[src/rtl/alu_seq_if.sv]
// Handshake bus between operand-fetch, the sequential ALU and writeback.
// Upstream valid/ready, downstream valid/ready, plus result and status flags.
interface alu_seq_if #(
  parameter int unsigned WIDTH = 32
);
  logic             in_valid;
  logic             in_ready;
  logic [4:0]       opcode;
  logic [WIDTH-1:0] a_in;
  logic [WIDTH-1:0] b_in;
  logic             out_valid;
  logic             out_ready;
  logic [WIDTH-1:0] result;
  logic             flag_z;
  logic             flag_n;
  logic             flag_c;
  logic             flag_v;
  logic             div0;
  logic             busy;

  modport master (
    output in_valid, opcode, a_in, b_in, out_ready,
    input  in_ready, out_valid, result, flag_z, flag_n, flag_c, flag_v, div0, busy
  );

  modport slave (
    input  in_valid, opcode, a_in, b_in, out_ready,
    output in_ready, out_valid, result, flag_z, flag_n, flag_c, flag_v, div0, busy
  );
endinterface

[src/rtl/alu_seq.sv]
// Handshaked ALU: single-cycle logic/arith ops plus radix-2 iterative
// multiply and restoring unsigned divide/remainder, with registered result and flags.
module alu_seq #(
  parameter int unsigned WIDTH = 32
) (
  input  logic       clk,
  input  logic       rst_n,
  alu_seq_if.slave   io_bus
);
  localparam int unsigned SHW = $clog2(WIDTH);
  localparam int unsigned CW  = $clog2(WIDTH + 1);

  typedef enum logic [1:0] {S_IDLE, S_BUSY, S_DONE} state_t;
  typedef enum logic [1:0] {M_MUL, M_DIVU, M_REMU} mop_t;

  state_t           r_state;
  mop_t             r_mop;
  logic [CW-1:0]    r_cnt;
  logic [WIDTH-1:0] r_acc;
  logic [WIDTH-1:0] r_x;
  logic [WIDTH-1:0] r_q;
  logic [WIDTH-1:0] r_result;
  logic             r_z, r_n, r_c, r_v, r_div0;
  logic             r_out_valid;
  logic             r_busy;

  logic             w_in_ready;
  logic             w_accept;
  logic             w_is_multi;
  mop_t             w_mop;
  logic [WIDTH-1:0] w_res;
  logic             w_c, w_v;
  logic [SHW-1:0]   w_shamt;
  logic [WIDTH:0]   w_add;
  logic [WIDTH:0]   w_sub;
  logic [WIDTH:0]   w_rem_sh;
  logic [WIDTH:0]   w_trial;
  logic [WIDTH-1:0] w_acc_nxt;
  logic [WIDTH-1:0] w_x_nxt;
  logic [WIDTH-1:0] w_q_nxt;
  logic [WIDTH-1:0] w_mres;

  assign w_in_ready = (r_state == S_IDLE) || ((r_state == S_DONE) && io_bus.out_ready);
  assign w_accept   = io_bus.in_valid && w_in_ready;
  assign w_shamt    = io_bus.b_in[SHW-1:0];
  assign w_add      = {1'b0, io_bus.a_in} + {1'b0, io_bus.b_in};
  assign w_sub      = {1'b0, io_bus.a_in} + {1'b0, ~io_bus.b_in} + (WIDTH+1)'(1);

  // Opcode decode and single-cycle datapath
  always_comb begin
    w_is_multi = 1'b0;
    w_mop      = M_MUL;
    w_res      = w_add[WIDTH-1:0];
    w_c        = 1'b0;
    w_v        = 1'b0;
    case (io_bus.opcode)
      5'b00010, 5'b00011: begin
        w_res = w_sub[WIDTH-1:0];
        w_c   = w_sub[WIDTH];
        w_v   = (io_bus.a_in[WIDTH-1] ^ io_bus.b_in[WIDTH-1]) &
                (w_sub[WIDTH-1] ^ io_bus.a_in[WIDTH-1]);
      end
      5'b00100: w_res = io_bus.a_in >> w_shamt;
      5'b00101: w_res = WIDTH'($signed(io_bus.a_in) >>> w_shamt);
      5'b00110: w_res = io_bus.a_in << w_shamt;
      5'b00111: w_res = io_bus.a_in & io_bus.b_in;
      5'b01000: w_res = io_bus.a_in | io_bus.b_in;
      5'b01001: w_res = ~io_bus.a_in;
      5'b01100: w_res = io_bus.b_in;
      5'b01010: begin w_is_multi = 1'b1; w_mop = M_MUL;  end
      5'b01011: begin w_is_multi = 1'b1; w_mop = M_DIVU; end
      5'b01101: begin w_is_multi = 1'b1; w_mop = M_REMU; end
      default: begin
        w_c = w_add[WIDTH];
        w_v = ~(io_bus.a_in[WIDTH-1] ^ io_bus.b_in[WIDTH-1]) &
              (w_add[WIDTH-1] ^ io_bus.a_in[WIDTH-1]);
      end
    endcase
  end

  // One iteration step: shift-add multiply or restoring division.
  // A zero divisor always yields a non-negative trial, giving all-ones / A.
  assign w_rem_sh = {r_acc, r_q[WIDTH-1]};
  assign w_trial  = w_rem_sh - {1'b0, r_x};

  always_comb begin
    w_acc_nxt = r_acc;
    w_x_nxt   = r_x;
    w_q_nxt   = r_q;
    if (r_mop == M_MUL) begin
      w_acc_nxt = r_q[0] ? (r_acc + r_x) : r_acc;
      w_x_nxt   = r_x << 1;
      w_q_nxt   = r_q >> 1;
    end else if (!w_trial[WIDTH]) begin
      w_acc_nxt = w_trial[WIDTH-1:0];
      w_q_nxt   = {r_q[WIDTH-2:0], 1'b1};
    end else begin
      w_acc_nxt = w_rem_sh[WIDTH-1:0];
      w_q_nxt   = {r_q[WIDTH-2:0], 1'b0};
    end
  end

  assign w_mres = (r_mop == M_DIVU) ? w_q_nxt : w_acc_nxt;

  always_ff @(posedge clk or negedge rst_n) begin
    if (!rst_n) begin
      r_state     <= S_IDLE;
      r_mop       <= M_MUL;
      r_cnt       <= '0;
      r_acc       <= '0;
      r_x         <= '0;
      r_q         <= '0;
      r_result    <= '0;
      r_z         <= 1'b0;
      r_n         <= 1'b0;
      r_c         <= 1'b0;
      r_v         <= 1'b0;
      r_div0      <= 1'b0;
      r_out_valid <= 1'b0;
      r_busy      <= 1'b0;
    end else begin
      case (r_state)
        S_BUSY: begin
          r_acc <= w_acc_nxt;
          r_x   <= w_x_nxt;
          r_q   <= w_q_nxt;
          r_cnt <= r_cnt - CW'(1);
          if (r_cnt == CW'(1)) begin
            r_state     <= S_DONE;
            r_result    <= w_mres;
            r_z         <= (w_mres == '0);
            r_n         <= w_mres[WIDTH-1];
            r_c         <= 1'b0;
            r_v         <= 1'b0;
            r_div0      <= (r_mop != M_MUL) && (r_x == '0);
            r_out_valid <= 1'b1;
            r_busy      <= 1'b0;
          end
        end
        default: begin
          if ((r_state == S_DONE) && io_bus.out_ready) begin
            r_state     <= S_IDLE;
            r_out_valid <= 1'b0;
          end
          // Accept may coincide with the result handshake for back-to-back issue
          if (w_accept) begin
            if (w_is_multi) begin
              r_state     <= S_BUSY;
              r_busy      <= 1'b1;
              r_out_valid <= 1'b0;
              r_mop       <= w_mop;
              r_cnt       <= CW'(WIDTH);
              r_acc       <= '0;
              r_x         <= (w_mop == M_MUL) ? io_bus.a_in : io_bus.b_in;
              r_q         <= (w_mop == M_MUL) ? io_bus.b_in : io_bus.a_in;
            end else begin
              r_state     <= S_DONE;
              r_out_valid <= 1'b1;
              r_result    <= w_res;
              r_z         <= (w_res == '0);
              r_n         <= w_res[WIDTH-1];
              r_c         <= w_c;
              r_v         <= w_v;
              r_div0      <= 1'b0;
            end
          end
        end
      endcase
    end
  end

  assign io_bus.in_ready  = w_in_ready;
  assign io_bus.out_valid = r_out_valid;
  assign io_bus.result    = r_result;
  assign io_bus.flag_z    = r_z;
  assign io_bus.flag_n    = r_n;
  assign io_bus.flag_c    = r_c;
  assign io_bus.flag_v    = r_v;
  assign io_bus.div0      = r_div0;
  assign io_bus.busy      = r_busy;
endmodule

[src/flat_wrapper.sv]
// flat-port wrapper written by rule: the top's interface ports become plain ports
module alu_seq_flat 
#(
  parameter int unsigned WIDTH = 32
)
  (clk, rst_n, io_bus_in_valid, io_bus_opcode, io_bus_a_in, io_bus_b_in, io_bus_out_ready, io_bus_in_ready, io_bus_out_valid, io_bus_result, io_bus_flag_z, io_bus_flag_n, io_bus_flag_c, io_bus_flag_v, io_bus_div0, io_bus_busy);
  alu_seq_if #(.WIDTH(WIDTH)) io_bus_i ();
  input  logic clk;
  input  logic rst_n;
  input wire logic [$bits(io_bus_i.in_valid)-1:0] io_bus_in_valid;
  input wire logic [$bits(io_bus_i.opcode)-1:0] io_bus_opcode;
  input wire logic [$bits(io_bus_i.a_in)-1:0] io_bus_a_in;
  input wire logic [$bits(io_bus_i.b_in)-1:0] io_bus_b_in;
  input wire logic [$bits(io_bus_i.out_ready)-1:0] io_bus_out_ready;
  output wire logic [$bits(io_bus_i.in_ready)-1:0] io_bus_in_ready;
  output wire logic [$bits(io_bus_i.out_valid)-1:0] io_bus_out_valid;
  output wire logic [$bits(io_bus_i.result)-1:0] io_bus_result;
  output wire logic [$bits(io_bus_i.flag_z)-1:0] io_bus_flag_z;
  output wire logic [$bits(io_bus_i.flag_n)-1:0] io_bus_flag_n;
  output wire logic [$bits(io_bus_i.flag_c)-1:0] io_bus_flag_c;
  output wire logic [$bits(io_bus_i.flag_v)-1:0] io_bus_flag_v;
  output wire logic [$bits(io_bus_i.div0)-1:0] io_bus_div0;
  output wire logic [$bits(io_bus_i.busy)-1:0] io_bus_busy;
  assign io_bus_i.in_valid = io_bus_in_valid;
  assign io_bus_i.opcode = io_bus_opcode;
  assign io_bus_i.a_in = io_bus_a_in;
  assign io_bus_i.b_in = io_bus_b_in;
  assign io_bus_i.out_ready = io_bus_out_ready;
  assign io_bus_in_ready = io_bus_i.in_ready;
  assign io_bus_out_valid = io_bus_i.out_valid;
  assign io_bus_result = io_bus_i.result;
  assign io_bus_flag_z = io_bus_i.flag_z;
  assign io_bus_flag_n = io_bus_i.flag_n;
  assign io_bus_flag_c = io_bus_i.flag_c;
  assign io_bus_flag_v = io_bus_i.flag_v;
  assign io_bus_div0 = io_bus_i.div0;
  assign io_bus_busy = io_bus_i.busy;
  alu_seq #(.WIDTH(WIDTH)) u_core (.clk(clk), .rst_n(rst_n), .io_bus(io_bus_i));
endmodule
[config.mk]
export PLATFORM = sky130hd
export DESIGN_NAME = alu_seq_flat
export DESIGN_NICKNAME = d
export VERILOG_FILES = /design/src/rtl/alu_seq_if.sv /design/src/rtl/alu_seq.sv /design/src/flat_wrapper.sv
export SDC_FILE = /design/constraint.sdc
export NUM_CORES = 1
export LEC_CHECK = 0
export ABC_AREA = 1
export BUFFER_PORTS_ARGS = -buffer_cell sky130_fd_sc_hd__buf_2
export CORE_MARGIN = 2
export CORE_UTILIZATION = 25
export DETAILED_ROUTE_END_ITERATION = 12
export HOLD_SLACK_MARGIN = 0.05
export PLACE_DENSITY = 0.41
export SLEW_MARGIN = 20
export SYNTH_ARGS = -nofsm -noshare
export SYNTH_HDL_FRONTEND = slang
export SYNTH_SLANG_ARGS = --single-unit
[constraint.sdc]
create_clock -name clk -period 3.67 [get_ports clk]
set_clock_uncertainty 0.2 [all_clocks]
set_input_delay 0.1835 -clock clk [delete_from_list [all_inputs] [get_ports clk]]
set_output_delay 0.1835 -clock clk [all_outputs]
set_load 0.005 [all_outputs]
==> flow_summary.html, run 1 <==
<table>
<tr><th>Metric</th><th>Value</th></tr>
<tr><th colspan="2">CTS</th></tr>
<tr><td>Clk_lat worst skew</td><td>0.46 ns</td></tr>
<tr><td>Total CTS buffers</td><td>17</td></tr>
<tr><td>H-tree depth</td><td>4</td></tr>
<tr><td>TritonCTS clock tree</td><td>yes</td></tr>
<tr><td>Clock tree sinks</td><td>143</td></tr>
<tr><td>Clock tree buffer depth</td><td>2</td></tr>
<tr><td>CTS Root Cell</td><td>clkbuf_16</td></tr>
<tr><td>Clock transition at path regs</td><td>0.07 ns</td></tr>
<tr><th colspan="2">Power</th></tr>
<tr><td>Power, Total</td><td>20.4 mW</td></tr>
<tr><td>Worst supply voltage drop on vdd</td><td>0.000415 V</td></tr>
<tr><td>Cell Pwr Density</td><td>734 nW/µm²</td></tr>
<tr><td>Leakage Power</td><td>14.7 nW</td></tr>
<tr><th colspan="2">Run</th></tr>
<tr><td>Maximum Capacitance Violations</td><td>0</td></tr>
<tr><th colspan="2">GRT</th></tr>
<tr><td>Number of antenna violations at the first check in global routing</td><td>2</td></tr>
<tr><td>Global-route wire length before repair</td><td>192 mm</td></tr>
<tr><td>All-Layer GR Usage</td><td>0.276</td></tr>
<tr><td>Gr ovfl total</td><td>0</td></tr>
<tr><td>Largest net degree at the start of global routing</td><td>75</td></tr>
<tr><td>Number of global-route vias before repair</td><td>28.2k</td></tr>
<tr><th colspan="2">Worst setup path</th></tr>
<tr><td>Endpoint required time on the critical path</td><td>3.86 ns</td></tr>
<tr><td>Data arrival time of the worst path</td><td>3.61 ns</td></tr>
<tr><td>Type of the setup path with the least slack</td><td>register to register</td></tr>
<tr><td>Critical Path Sink Type</td><td>register</td></tr>
<tr><td>Biggest fanout along the worst timing path</td><td>8</td></tr>
<tr><td>Critical Path Source Type</td><td>register</td></tr>
<tr><th colspan="2">Logic synthesis</th></tr>
<tr><td>Net Count, Synth</td><td>4452</td></tr>
<tr><td>Most common library cells after synthesis</td><td>nand2_1 (1349), nand3_1 (569), inv_1 (535), nor2_1 (339), o21ai_0 (308)</td></tr>
<tr><td>Most instantiated library cell after synthesis</td><td>nand2_1</td></tr>
<tr><td>Synthesis warning total</td><td>0</td></tr>
<tr><td>FF+latch count, synth</td><td>143</td></tr>
<tr><td>Top area cells in the synthesized netlist</td><td>nand2_1 (22%), dfrtp_1 (15%), nand3_1 (12%)</td></tr>
<tr><td>Area share of the largest cell type after synthesis</td><td>0.218</td></tr>
<tr><td>Commonest register cell after synthesis</td><td>dfrtp_1</td></tr>
<tr><td>Number of distinct library cell variants in the gate-level netlist after synthesis</td><td>53</td></tr>
<tr><td>Synthesized area</td><td>23200 µm²</td></tr>
<tr><td>Average size of a mapped cell</td><td>5.51 µm²</td></tr>
<tr><td>Gate count of the mapped netlist</td><td>4213</td></tr>
<tr><td>Fraction of registers with async set/reset</td><td>1.00</td></tr>
<tr><td>Share of synthesized area occupied by flip-flops and latches</td><td>0.154</td></tr>
<tr><td>Library cell with the largest summed area after synthesis</td><td>nand2_1</td></tr>
<tr><td>EDFF count, synth</td><td>0</td></tr>
<tr><th colspan="2">Floorplanning</th></tr>
<tr><td>Starting Density</td><td>0.253</td></tr>
<tr><td>Die Span Y</td><td>309 µm</td></tr>
<tr><td>Core area</td><td>91800 µm²</td></tr>
<tr><td>Die Area</td><td>95400 µm²</td></tr>
<tr><td>Row Count</td><td>111</td></tr>
<tr><td>IO Pins</td><td>113</td></tr>
<tr><td>Die W</td><td>309 µm</td></tr>
<tr><th colspan="2">Layout</th></tr>
<tr><td>Util after Layout</td><td>0.303</td></tr>
<tr><td>Post-layout instance count excluding filler cells</td><td>5737</td></tr>
<tr><td>Final Instance Area</td><td>27800 µm²</td></tr>
<tr><td># nets final</td><td>4720</td></tr>
<tr><td>Fillers</td><td>10.7k</td></tr>
<tr><td>Synth-to-layout area growth</td><td>19.8%</td></tr>
<tr><td>Diode count</td><td>0</td></tr>
<tr><td>Share of layout cells above drive strength 1</td><td>0.124</td></tr>
<tr><th colspan="2">Timing</th></tr>
<tr><td>Fin crit share</td><td>0.931</td></tr>
<tr><td>FMAX</td><td>293 MHz</td></tr>
<tr><td>Final number of max-transition violations</td><td>0</td></tr>
<tr><td>Total Neg Setup Slack</td><td>0 ns</td></tr>
<tr><td>Final number of hold-violating endpoints</td><td>0</td></tr>
<tr><td>Unrepaired setup endpoints after global routing</td><td>no</td></tr>
<tr><td>Measured slew at the worst slew-check pin</td><td>0.886 ns</td></tr>
<tr><td>Shortest period the worst path allows</td><td>3.42 ns</td></tr>
<tr><td>Max-slew headroom</td><td>0.403</td></tr>
<tr><td>Final setup violating endpoints</td><td>0</td></tr>
<tr><td>Smallest hold slack</td><td>0.0970 ns</td></tr>
<tr><td>Worst setup margin</td><td>0.252 ns</td></tr>
<tr><th colspan="2">Routing</th></tr>
<tr><td>Sum of routed wire segments on met1</td><td>58.2 mm</td></tr>
<tr><td>Vias post-DR</td><td>29.6k</td></tr>
<tr><td>Number of DRC violations after detailed routing</td><td>0</td></tr>
<tr><td>Wire length on met3</td><td>7.14 mm</td></tr>
<tr><td>Average detailed-routed wire length per instance</td><td>23.4 µm</td></tr>
<tr><td>Remaining antenna violation count</td><td>0</td></tr>
<tr><td>Routed wire length on met2</td><td>61.5 mm</td></tr>
<tr><td>Top Layer Used</td><td>met5</td></tr>
<tr><td>Iteration-0 DRC Markers</td><td>2883</td></tr>
<tr><td>Total iterations of the first detailed-routing run</td><td>5</td></tr>
<tr><td>Total detailed-routing wirelength</td><td>134 mm</td></tr>
<tr><td>Average via count per standard cell</td><td>5.16</td></tr>
<tr><th colspan="2">Place</th></tr>
<tr><td>Cell Count Post-Placement</td><td>5692</td></tr>
<tr><td>Post-Place Worst Slack</td><td>-0.0701 ns</td></tr>
<tr><td>Final estimated routing congestion in global placement</td><td>1.01</td></tr>
<tr><td>Cell Area, Placed</td><td>27000 µm²</td></tr>
<tr><td>HPWL reported at the end of detailed placement</td><td>112 mm</td></tr>
<tr><td>Buffers on Ports</td><td>112</td></tr>
<tr><th colspan="2">Min path</th></tr>
<tr><td>Hold Crit Class</td><td>input pin to register</td></tr>
<tr><th colspan="2">Outcome</th></tr>
<tr><td>Run status</td><td>finished clean</td></tr>
</table>
[critical path, stage by stage, from the launching register on]
cell	delay, ns
dfrtp_1	0.36
inv_1	0.07
ha_1	0.16
inv_1	0.09
fa_2	0.36
nand2_1	0.09
nand2_2	0.09
nand3_2	0.10
nand2_2	0.11
nand2_2	0.08
nand2_2	0.07
nand2_4	0.14
nand3_4	0.16
nand2_8	0.15
buf_4	0.13
nand2_2	0.04
nand3_2	0.08
nand3_1	0.07
nand2_1	0.12
nand2_1	0.07
nor2_1	0.11
nand2_1	0.09
nor2_4	0.17
nand3_1	0.12
a21oi_2	0.13
[metal layers]
metal  global-route usage  up-vias
met1                0.356    14010
li1                     -    14342
met5                    0        -
met4                0.133        2
met3               0.0293      197
met2                0.457     1041
[cells by family after synthesis]
| logic type | synth area share |
|---|---|
| AO/OA/AOI/OAI | 0.172 |
| XOR/XNOR | 0.0117 |
| adder cells (fa/ha/maj) | 0.0907 |
| buffers and inverters | 0.125 |
| flip-flops | 0.154 |
| AND/OR/NAND/NOR | 0.446 |
[layout by cell type (no fill, tap or decap), types with 18 or more instances in the layout]
cell,instances
a22oi_1,18
nor3_1,30
nand3_2,23
nor2_1,334
ha_1,162
o221ai_1,38
buf_4,297
o22ai_1,33
buf_2,111
xor2_1,23
nand3_1,566
inv_1,534
nand2_2,20
a21oi_1,232
o21ai_0,308
nand2_1,1344
o211ai_1,33
nand4_1,45
dfrtp_1,142
[sequential cells by signal, indices dropped and copies added (netlist names)]
signal,count
u_core.r_state,2
u_core.io_bus.busy,1
u_core.r_mop,2
u_core.io_bus.result,32
u_core.io_bus.div0,1
u_core.io_bus.flag_c,1
u_core.r_acc,32
u_core.io_bus.flag_v,1
u_core.io_bus.flag_z,1
u_core.r_cnt,6
u_core.r_x,32
u_core.r_q,32
[worst paths after layout]
check,slack [ns],depth (start not counted),start,endpoint
max,0.25,24,u_core.r_q[31],u_core.io_bus.flag_z
min in group asynchronous,0.14,2,rst_n,u_core.r_x[8]
max reg2reg,0.25,24,u_core.r_q[31],u_core.io_bus.flag_z
max in group asynchronous,2.15,3,rst_n,u_core.r_acc[0]
min reg2reg,0.29,2,u_core.io_bus.result[22],u_core.io_bus.result[22]
min,0.1,5,io_bus_b_in[30],u_core.r_q[30]
[cell type report]
type | count | area (µm²) | share of cell area
inverter | 549 | 2060 | 0.0741
sequential | 143 | 3580 | 0.129
clock buffer | 19 | 453 | 0.0163
multi-input combinational | 3342 | 16900 | 0.608
clock inverter | 13 | 115 | 0.00414
tap | 1243 | 1560 | 0.0559
timing repair buffer | 428 | 3140 | 0.113
[what timing repair did]
item / CTS / global route
setup buffers: 0 / 7
endpoints found under the setup margin: 1 / 2
resized for setup: 1 / 23
endpoints found under the hold margin: 73 / 0
gates cloned: 0 / 3
pin swaps: 0 / 5
hold buffers: 3 / 0
[report_power, final]
part / leakage (nW) / switching [mW] / internal [mW]
logic: 12.7 / 10.5 / 5.27
clock network: 0.278 / 0.852 / 0.928
registers: 1.80 / 0.623 / 2.23
Power figures use the tool's default switching activity.
==> run 2, diff against run 1 <==
- PLACE_DENSITY: 0.41 -> 0.43
- clock period: 3.67 -> 3.11 ns (I/O delays scaled with it)
==> run 2 against run 1 <==
Effect of this change: the flow now finishes with violations (setup timing); first-iteration DRC count rose by 2.9%; register-to-register slack got worse by 0.37 ns; global-route usage rose by 0.32 points; sequential share of layout area fell by 2.0 points; total power rose by 44%; routed wire length rose by 0.97%; utilization rose by 5.5 points; sequential cell count did not move; via count rose by 6.5%; critical endpoint unchanged; largest cell class unchanged; largest power group unchanged.
==> flow_summary.html, run 2 (synthesized netlist as in run 1, its figures left out) <==
<table>
<tr><th>Metric</th><th>Value</th></tr>
<tr><th colspan="2">Worst setup path</th></tr>
<tr><td>CP bufs+invs</td><td>8 (+5)</td></tr>
<tr><td>R2r worst-path depth</td><td>22 (-8.3%)</td></tr>
<tr><td>Endpoint required time on the critical path</td><td>3.30 ns (-0.56 ns)</td></tr>
<tr><td>CP delay by family, top</td><td>buffers and inverters</td></tr>
<tr><td>Critical Path Source Type</td><td>register</td></tr>
<tr><td>Worst Setup EP</td><td>u_core.io_bus.flag_z</td></tr>
<tr><td>Biggest fanout along the worst timing path</td><td>4 (-4)</td></tr>
<tr><td>Most common cell on crit path</td><td>buf_4</td></tr>
<tr><td>Data arrival time of the worst path</td><td>3.42 ns (-0.19 ns)</td></tr>
<tr><td>Worst setup startpoint</td><td>u_core.r_acc[5]</td></tr>
<tr><td>Setup slack of the most critical reg-to-reg path</td><td>-0.12 ns (-0.37 ns)</td></tr>
<tr><td>Cell-by-cell listing of the critical path</td><td>buf_4 -&gt; ha_1 -&gt; buf_4 -&gt; nand2_1 -&gt; inv_1 -&gt; nand2_2 -&gt; buf_4 -&gt; buf_4 -&gt; buf_4 -&gt; buf_4 -&gt; nand3_1 -&gt; nand3_1 -&gt; o211ai_1 -&gt; nand3_2 -&gt; nand2_2 -&gt; nand2_2 -&gt; nor2_2 -&gt; nand2_1 -&gt; nor2_1 -&gt; buf_4 -&gt; nand3_2 -&gt; a21oi_2</td></tr>
<tr><td>Stages on worst setup path</td><td>22 (-8.3%)</td></tr>
<tr><td>Startpoint of the worst register-to-register path</td><td>u_core.r_acc[5]</td></tr>
<tr><td>RR Endpoint</td><td>u_core.io_bus.flag_z</td></tr>
<tr><td>Critical Path Sink Type</td><td>register</td></tr>
<tr><td>Largest stage delay on the critical path</td><td>0.40 ns (+0.04 ns)</td></tr>
<tr><td>Type of the setup path with the least slack</td><td>register to register</td></tr>
<tr><td>CP max stage cell</td><td>dfrtp_1</td></tr>
<tr><th colspan="2">Layout</th></tr>
<tr><td>Most common cell after layout, fill and taps aside</td><td>nand2_1</td></tr>
<tr><td>Synth-to-layout area growth</td><td>41.5%</td></tr>
<tr><td>Share of layout cells above drive strength 1</td><td>0.247 (+0.123)</td></tr>
<tr><td>Post-layout instance count excluding filler cells</td><td>6293 (+9.7%)</td></tr>
<tr><td># nets final</td><td>5275 (+12%)</td></tr>
<tr><td>Util after Layout</td><td>0.358 (+0.0551)</td></tr>
<tr><td>Final Instance Area</td><td>32900 µm² (+18%)</td></tr>
<tr><td>Highest-count cells in the layout ignoring fill and taps</td><td>nand2_1 (1295), buf_4 (833), nand3_1 (533)</td></tr>
<tr><td>Fillers</td><td>10.4k (-2.5%)</td></tr>
<tr><th colspan="2">CTS</th></tr>
<tr><td>Clock tree sinks</td><td>143 (unchanged)</td></tr>
<tr><td>Clk_lat worst skew</td><td>0.45 ns (about the same)</td></tr>
<tr><td>TritonCTS clock tree</td><td>yes</td></tr>
<tr><td>CTS Root Cell</td><td>clkbuf_16</td></tr>
<tr><td>H-tree depth</td><td>4 (unchanged)</td></tr>
<tr><td>Clock tree buffer depth</td><td>2 (unchanged)</td></tr>
<tr><td>Clock transition at path regs</td><td>0.08 ns (about the same)</td></tr>
<tr><td>Total CTS buffers</td><td>17 (unchanged)</td></tr>
<tr><th colspan="2">Power</th></tr>
<tr><td>Cell Pwr Density</td><td>892 nW/µm² (+21%)</td></tr>
<tr><td>Net Switching</td><td>15.5 mW (+29%)</td></tr>
<tr><td>Worst supply voltage drop on vdd</td><td>0.000484 V (+17%)</td></tr>
<tr><td>Clock share of power</td><td>0.074 (-0.013)</td></tr>
<tr><td>Power, Total</td><td>29.3 mW (+44%)</td></tr>
<tr><td>Net switching fraction of the power</td><td>0.528 (-0.0596)</td></tr>
<tr><td>Part of the power in registers</td><td>0.112 (-0.028)</td></tr>
<tr><td>Gate power share</td><td>0.813 (+0.040)</td></tr>
<tr><td>Leakage Power</td><td>17.6 nW (+20%)</td></tr>
<tr><td>Internal</td><td>13.8 mW (+64%)</td></tr>
<tr><th colspan="2">Floorplanning</th></tr>
<tr><td>Die Area</td><td>95400 µm² (unchanged)</td></tr>
<tr><td>IO Pins</td><td>113 (unchanged)</td></tr>
<tr><td>Starting Density</td><td>0.253 (unchanged)</td></tr>
<tr><td>Die W</td><td>309 µm (unchanged)</td></tr>
<tr><td>Core area</td><td>91800 µm² (unchanged)</td></tr>
<tr><td>Row Count</td><td>111 (unchanged)</td></tr>
<tr><td>Die Span Y</td><td>309 µm (unchanged)</td></tr>
<tr><th colspan="2">Routing</th></tr>
<tr><td>Total detailed-routing wirelength</td><td>135 mm (+0.97%)</td></tr>
<tr><td>Remaining antenna violation count</td><td>0 (unchanged)</td></tr>
<tr><td>Vias post-DR</td><td>31.5k (+6.5%)</td></tr>
<tr><td>Average via count per standard cell</td><td>5.01 (-2.9%)</td></tr>
<tr><td>Iteration-0 DRC Markers</td><td>2968 (+2.9%)</td></tr>
<tr><td>Total iterations of the first detailed-routing run</td><td>6 (+1)</td></tr>
<tr><td>Average detailed-routed wire length per instance</td><td>21.5 µm (-8.0%)</td></tr>
<tr><td>Number of DRC violations after detailed routing</td><td>0 (unchanged)</td></tr>
<tr><th colspan="2">Timing</th></tr>
<tr><td>Max-slew headroom</td><td>0.495 (+0.0914)</td></tr>
<tr><td>Total Neg Setup Slack</td><td>-0.160 ns (-0.160 ns)</td></tr>
<tr><td>Smallest hold slack</td><td>0.0877 ns (-0.00929 ns)</td></tr>
<tr><td>Shortest period the worst path allows</td><td>3.23 ns (-0.191 ns)</td></tr>
<tr><td>Unrepaired setup endpoints after global routing</td><td>yes</td></tr>
<tr><td>Final number of max-transition violations</td><td>0 (unchanged)</td></tr>
<tr><td>Final number of hold-violating endpoints</td><td>0 (unchanged)</td></tr>
<tr><td>FMAX</td><td>310 MHz (+5.9%)</td></tr>
<tr><td>Fin crit share</td><td>1.04 (+0.106)</td></tr>
<tr><td>Worst setup margin</td><td>-0.117 ns (-0.369 ns)</td></tr>
<tr><td>Measured slew at the worst slew-check pin</td><td>0.755 ns (-0.131 ns)</td></tr>
<tr><td>Final setup violating endpoints</td><td>2 (+2)</td></tr>
<tr><th colspan="2">Place</th></tr>
<tr><td>Cell Count Post-Placement</td><td>6207 (+9.0%)</td></tr>
<tr><td>HPWL reported at the end of detailed placement</td><td>114 mm (+1.8%)</td></tr>
<tr><td>Cell Area, Placed</td><td>31000 µm² (+15%)</td></tr>
<tr><td>Post-Place Worst Slack</td><td>-0.350 ns (-0.280 ns)</td></tr>
<tr><td>Final estimated routing congestion in global placement</td><td>1.06 (+5.9%)</td></tr>
<tr><td>Buffers on Ports</td><td>112 (unchanged)</td></tr>
<tr><th colspan="2">Min path</th></tr>
<tr><td>Hold Crit Class</td><td>input pin to asynchronous set/reset pin</td></tr>
<tr><th colspan="2">Outcome</th></tr>
<tr><td>Run status</td><td>finished, violations left</td></tr>
<tr><td>Failing checks</td><td>setup timing</td></tr>
<tr><th colspan="2">GRT</th></tr>
<tr><td>Global-route wire length before repair</td><td>196 mm (+1.8%)</td></tr>
<tr><td>Number of global-route vias before repair</td><td>30.0k (+6.2%)</td></tr>
<tr><td>Largest net degree at the start of global routing</td><td>124 (+65%)</td></tr>
<tr><td>Gr ovfl total</td><td>0 (unchanged)</td></tr>
<tr><td>Number of antenna violations at the first check in global routing</td><td>1 (-1)</td></tr>
<tr><td>All-Layer GR Usage</td><td>0.279 (+0.00315)</td></tr>
<tr><th colspan="2">Run</th></tr>
<tr><td>Maximum Capacitance Violations</td><td>0 (unchanged)</td></tr>
</table>
[run 2: cell count changes in the layout (fill, tap and decap cells not counted), sizes merged]
| cell | previous run | this run |
|---|---|---|
| buf | 425 | 978 |
| bufinv | 0 | 1 |
| clkbuf | 19 | 17 |
| clkinv | 4 | 7 |
| clkinvlp | 2 | 0 |
| diode | 0 | 1 |
| dlygate4sd3 | 3 | 5 |
[run 2: final cells by class]
class                      count  area (µm²)  area share
antenna                        1        2.50   0.0000761
clock buffer                  17         425      0.0129
inverter                     549        2060      0.0628
sequential                   143        3580       0.109
multi-input combinational   3342       17600       0.535
tap                         1243        1560      0.0473
timing repair buffer         983        7460       0.227
clock inverter                15         190     0.00579
[run 2: worst min-delay path by stage]
| stage | cells after the start | endpoint | slack, ns | startpoint |
|---|---|---|---|---|
| 6_report | 3 | u_core.r_cnt[1] | 0.09 | rst_n |
| 5_1_grt | 3 | u_core.r_cnt[1] | 0.11 | rst_n |
| 4_1_cts | 6 | u_core.r_q[18] | 0.05 | io_bus_b_in[18] |
| 3_5_place_dp | 1 | u_core.r_cnt[1] | -0.09 | rst_n |
| 3_3_place_gp | 1 | u_core.r_cnt[1] | -0.1 | rst_n |
| 2_1_floorplan | 0 | u_core.io_bus.busy | -0.34 | rst_n |
[run 2: what timing repair did]
item | 4_1_cts | 5_1_grt
cloned | 3 | 0
resized for setup | 65 | 133
endpoints found under the hold margin | 146 | 0
buffers inserted | 36 | 11
pin swaps | 33 | 61
hold buffers | 6 | 0
endpoints found under the setup margin | 15 | 20
[run 2: power groups by stage]
stage	combinational (mW)	clock, mW	sequential (mW)
finish	23.8	2.18	3.30
detailed placement	20.7	0	3.27
CTS	22.3	2.21	3.24
global route	25.9	2.27	3.38
global placement	20.8	0	3.27
floorplan	10.7	0	3.11
[run 2: layer usage]
metal | vias to the layer above | track usage | part of all wire
met3 | 230 | 0.0192 | 0.055
met2 | 1179 | 0.460 | 0.45
li1 | 15443 | - | -
met1 | 14657 | 0.364 | 0.43
met4 | 0 | 0.149 | 0.061
met5 | - | 0 | 0
[run 2: tightest hold or removal path: cells and delay by family]
kind	cells	cell delay, ns
buf+inv	3	0.95
